**config.mk**
```make
export PLATFORM = sky130hd
export DESIGN_NAME = input_setup_sequencer
export DESIGN_NICKNAME = d
export VERILOG_FILES = /design/src/rtl/tpu_pkg.sv /design/src/rtl/input_setup_sequencer.sv
export SDC_FILE = /design/constraint.sdc
export NUM_CORES = 1
export LEC_CHECK = 0
export BUFFER_PORTS_ARGS = -buffer_cell sky130_fd_sc_hd__buf_2
export CORE_MARGIN = 1.5
export CORE_UTILIZATION = 31
export CTS_CLUSTER_SIZE = 28
export DETAILED_ROUTE_END_ITERATION = 10
export PLACE_DENSITY = 0.65
export SETUP_SLACK_MARGIN = 0.02
export SLEW_MARGIN = 0
export SYNTH_ARGS = -nofsm -noshare
export SYNTH_HDL_FRONTEND = slang
export SYNTH_SLANG_ARGS = --single-unit
```
**constraint.sdc**
```tcl
create_clock -name clk -period 2.1 [get_ports clk]
set_input_delay 0.42 -clock clk [delete_from_list [all_inputs] [get_ports clk]]
set_output_delay 0.42 -clock clk [all_outputs]
set_load 0.01 [all_outputs]
```
**src/rtl/tpu_pkg.sv**
```systemverilog
// Shared definitions for the TPU input path: data/address widths and the
// input setup sequencer state encoding.
package tpu_pkg;

   localparam int DATA_W     = 8;
   localparam int ADDR_W     = 13;
   localparam int TILE_WORDS = 4;
   localparam int CNT_W      = 6;

   typedef enum logic [2:0] {
      ST_IDLE,
      ST_REQ,
      ST_CAP,
      ST_SKEW0,
      ST_SKEW1,
      ST_SKEW2,
      ST_DONE
   } seq_state_t;

endpackage

```
**src/rtl/input_setup_sequencer.sv**
```systemverilog
// Fetches 2x2 input tiles from the unified buffer and feeds them into the two
// systolic rows as a three-beat diagonal skew, honouring sa_ready backpressure.
module input_setup_sequencer
   import tpu_pkg::*;
(
   input  logic              clk,
   input  logic              reset,
   input  logic              start,
   input  logic [ADDR_W-1:0] base_addr,
   input  logic [CNT_W-1:0]  tile_count,
   output logic              ub_load_input,
   output logic [ADDR_W-1:0] ub_addr,
   input  logic [DATA_W-1:0] ub_00,
   input  logic [DATA_W-1:0] ub_01,
   input  logic [DATA_W-1:0] ub_10,
   input  logic [DATA_W-1:0] ub_11,
   input  logic              sa_ready,
   output logic [DATA_W-1:0] sa_in_0,
   output logic [DATA_W-1:0] sa_in_1,
   output logic              sa_valid_0,
   output logic              sa_valid_1,
   output logic              busy,
   output logic              done
);

   seq_state_t        state, state_next;
   logic [ADDR_W-1:0] addr_ptr;
   logic [CNT_W-1:0]  tiles_left;
   logic [DATA_W-1:0] a00, a01, a10, a11;
   logic              load_params, capture, tile_step;

   always_ff @(posedge clk or posedge reset) begin
      if (reset) state <= ST_IDLE;
      else       state <= state_next;
   end

   // All outputs decode from registered state and tile registers only.
   always_comb begin
      state_next    = state;
      ub_load_input = 1'b0;
      ub_addr       = '0;
      sa_in_0       = '0;
      sa_in_1       = '0;
      sa_valid_0    = 1'b0;
      sa_valid_1    = 1'b0;
      busy          = (state != ST_IDLE);
      done          = 1'b0;
      load_params   = 1'b0;
      capture       = 1'b0;
      tile_step     = 1'b0;
      case (state)
         ST_IDLE: begin
            if (start) begin
               if (tile_count != '0) begin
                  load_params = 1'b1;
                  state_next  = ST_REQ;
               end else begin
                  state_next  = ST_DONE;
               end
            end
         end
         ST_REQ: begin
            ub_load_input = 1'b1;
            ub_addr       = addr_ptr;
            state_next    = ST_CAP;
         end
         ST_CAP: begin
            capture    = 1'b1;
            state_next = ST_SKEW0;
         end
         ST_SKEW0: begin
            sa_in_0    = a00;
            sa_valid_0 = 1'b1;
            if (sa_ready) state_next = ST_SKEW1;
         end
         ST_SKEW1: begin
            sa_in_0    = a01;
            sa_in_1    = a10;
            sa_valid_0 = 1'b1;
            sa_valid_1 = 1'b1;
            if (sa_ready) state_next = ST_SKEW2;
         end
         ST_SKEW2: begin
            sa_in_1    = a11;
            sa_valid_1 = 1'b1;
            if (sa_ready) begin
               tile_step  = 1'b1;
               // tiles_left is at least 1 here, so the decrement hits zero only from 1.
               state_next = (tiles_left == CNT_W'(1)) ? ST_DONE : ST_REQ;
            end
         end
         ST_DONE: begin
            done       = 1'b1;
            state_next = ST_IDLE;
         end
         default: state_next = ST_IDLE;
      endcase
   end

   always_ff @(posedge clk or posedge reset) begin
      if (reset) begin
         addr_ptr   <= '0;
         tiles_left <= '0;
      end else if (load_params) begin
         addr_ptr   <= base_addr;
         tiles_left <= tile_count;
      end else if (tile_step) begin
         // Address wraps modulo the buffer size by design.
         addr_ptr   <= addr_ptr + ADDR_W'(TILE_WORDS);
         tiles_left <= tiles_left - CNT_W'(1);
      end
   end

   always_ff @(posedge clk or posedge reset) begin
      if (reset) begin
         a00 <= '0;
         a01 <= '0;
         a10 <= '0;
         a11 <= '0;
      end else if (capture) begin
         a00 <= ub_00;
         a01 <= ub_01;
         a10 <= ub_10;
         a11 <= ub_11;
      end
   end

endmodule

```
==> flow_summary_export.csv <==
group,metric,value,unit
timing,max_freq,493,MHz
setup_path,cp_cell_sequence,"or2b_4, buf_6, inv_1, a32o_1, buf_2",
power,p_comb_share,50.1,%
finish,antennaDiodeCount,0,
drt,viasPerCell,5.04,
finish,layout-drive-gt1-share,44.2,%
die,die_h,98.5,um
timing,min_period_over_period,96.5,%
setup_path,crit_required,1.68,ns
die,core_area,0.00876,mm^2
synthesis,yosysTopAreaCell,"dfrtp_1",
drt,antenna_left,0,
global_routing,grt_max_degree,35,
drt,drt-initial-drc-count,103,
power,clockPowerShare,12.2,%
clock_network,h-tree-depth,2,
setup_path,critPathMaxFanout,7,
die,pin_count,89,
finish,syn2layout_area_growth,29.1,%
timing,relSlewSlack,67.2,%
synthesis,postSynthAreaPerCell,10.8,um^2
global_routing,grt_usage,14.0,%
finish,fin_nets,421,
power,switching_power,2020,uW
synthesis,synthCells,261,
placed_design,placed_cell_area,0.00350,mm^2
setup_path,rr_worst_depth,6,
power,power.internal,3180,uW
clock_network,cts_root_buf,"clkbuf_8",
power,power,5200,uW
timing,skew,0.00681,ns
placed_design,port_buffers,88,
die,fp.dieW,98.5,um
timing,setup_viol,0,
die,num_rows,34,
clock_network,cts.clk_slew.worst_paths,0.11,ns
setup_path,r2r_start,"state[2]$_DFFE_PP0P_",
timing,worst_pin_slew,0.488,ns
global_routing,gr-total-overflow,0,
finish,design_area,0.00365,mm^2
power,netSwitchingFraction,38.8,%
synthesis,synth.area.top_cells,"dfrtp_1, mux2_2, and2_1",
synthesis,yosysWarnings,0,
setup_path,slowest_stage,"dfrtp_2",
drt,firstDrtPassIters,4,
setup_path,r2r-end,"addr_ptr[5]$_DFFE_PP0P_",
setup_path,crit_path_start_kind,"flip-flop",
worst_hold_path,hp-class,"in -> async",
die,fp.dieArea,0.00971,mm^2
synthesis,synth_top_area_share,47.8,%
global_routing,grt_pass1_wl,11000,um
power,power.density,1420,mW/mm^2
setup_path,cp.arrival,1.61,ns
setup_path,r2r_setup_slack,0.15,ns
power,p_leak,0.00173,uW
global_routing,grt_pass1_vias,2232,
die,start_util,32.3,%
drt,drcViolationCount,0,
placed_design,post-dp-hpwl,5250,um
finish,fillers,864,
clock_network,cts.sinks,54,
drt,drt_wl_total,6910,um
drt,routed-via-count,2377,
setup_path,crit_path_end_kind,"primary output",
synthesis,synthesis.area,0.00283,mm^2
run_status,status,"complete, no violations",
global_routing,grt_antenna_before_repair,0,
setup_path,worst-path-buf-inv,3,
synthesis,synth_commonest_cells,"dfrtp_1, mux2_2, nand2_1",
timing,hold_viol,0,
synthesis,yosysMostFrequentCell,"dfrtp_1",
clock_network,clk_path_buf_depth,2,
synthesis,synth_ff_type,"dfrtp_1",
timing,final_max_slew_viol_count,0,
timing,fin_tns_setup,0,ns
power,vdd_ir_drop_max,0.401,mV
setup_path,cp_top_family,"flip-flops",
setup_path,crit_path_max_incr_delay,0.44,ns
synthesis,ys_ff_latch,54,
placed_design,gp_congestion,0.812,
synthesis,synth.distinct_cells,52,
drt,routedWlPerCell,14.6,um
run,cap_viol_max_count,0,
power,p_seq_share,37.7,%
clock_network,worstSkewPairLatency,0.32,ns
clock_network,cts_tree,"yes",
timing,rsz0062_at_grt,"yes",
clock_network,cts_made_buffers,5,
synthesis,synthArstFlopShare,100,%
timing,min_period,2.03,ns
timing,hold_slack,0.102,ns
synthesis,synth-edff-count,0,
setup_path,critPathKind,"reg -> out",
synthesis,seq_area_frac_synth,47.8,%
synthesis,syn_nets,319,
[registers in the layout, indices dropped and copies added, names as in the netlist]
register    cells
a00             8
a01             8
a10             8
a11             8
addr_ptr       13
state           3
tiles_left      6
[cell usage in the layout (no fill, tap or decap), types with 6 or more instances in the layout]
cell type | netlist | layout
a22o_1 | 6 | 6
and2_1 | 15 | 15
buf_2 | 9 | 88
buf_4 | 1 | 15
dfrtp_1 | 54 | 51
inv_1 | 7 | 6
mux2_2 | 28 | 28
mux2i_1 | 8 | 8
nand2_1 | 21 | 21
nand3_1 | 7 | 7
nor2_1 | 19 | 17
o21ai_0 | 8 | 7
[stage by stage]
step                setup slack (ns)  util, %  cells
finish                        0.0731     41.7    472
global route                 0.00506     41.7    472
CTS                           0.0237     41.4    472
detailed placement             0.234     39.9    461
global placement               0.238     39.9    461
floorplan                      0.256        -    261
[repair_timing]
action	4_1_cts	5_1_grt
setup endpoints to repair	15	9
gates resized for setup	4	7
hold buffers	0	0
buffers inserted	3	0
cloned	0	0
[cell families (layout without fill, tap and decap cells)]
| family | after synthesis | count (layout) | share of synthesized area [%] |
|---|---|---|---|
| AND/OR/NAND/NOR | 92 | 92 | 18.0 |
| flip-flops | 54 | 54 | 47.8 |
| AO/OA/AOI/OAI | 46 | 46 | 12.4 |
| multiplexers | 41 | 41 | 16.0 |
| buffers and inverters | 21 | 124 | 3.32 |
| XOR/XNOR | 4 | 4 | 1.24 |
| adder cells (fa/ha/maj) | 3 | 3 | 1.33 |
[layer usage]
| layer | global-route usage, % | wire length, um |
|---|---|---|
| met4 | 3.90 | 79 |
| met1 | 19.7 | 3220 |
| met2 | 22.5 | 3290 |
| met5 | 0 | 0 |
| met3 | 2.27 | 327 |
[power groups by stage]
| stage | Combinational (uW) | Sequential, uW | Clock (uW) |
|---|---|---|---|
| 2_1_floorplan | 1770 | 1870 | 0 |
| 3_3_place_gp | 2460 | 1990 | 0 |
| 3_5_place_dp | 2500 | 2020 | 0 |
| 4_1_cts | 2600 | 1960 | 661 |
| 5_1_grt | 2860 | 2050 | 699 |
| 6_report | 2600 | 1960 | 631 |
[cell type report]
class | instances | area [um^2] | share of cell area [%]
Timing Repair Buffer | 108 | 627 | 17.2
Clock buffer | 5 | 68.8 | 1.88
Tap cell | 108 | 135 | 3.70
Clock inverter | 3 | 28.8 | 0.788
Multi-Input combinational cell | 186 | 1410 | 38.5
Sequential cell | 54 | 1360 | 37.1
Inverter | 8 | 30.0 | 0.822
[worst max-delay path by stage]
stage | to | slack (ns) | depth (start not counted) | from
final | sa_in_0[7] | 0.07 | 5 | state[2]$_DFFE_PP0P_
after floorplan | ub_addr[10] | 0.26 | 4 | state[2]$_DFFE_PP0P_
after CTS | sa_in_0[0] | 0.02 | 6 | state[1]$_DFFE_PP0P_
after global placement | addr_ptr[5]$_DFFE_PP0P_ | 0.24 | 6 | start
after detailed placement | sa_in_0[0] | 0.23 | 5 | state[0]$_DFFE_PP0P_
after global routing | sa_in_0[7] | 0.005 | 5 | state[2]$_DFFE_PP0P_
(Power assumes the default switching activity.)
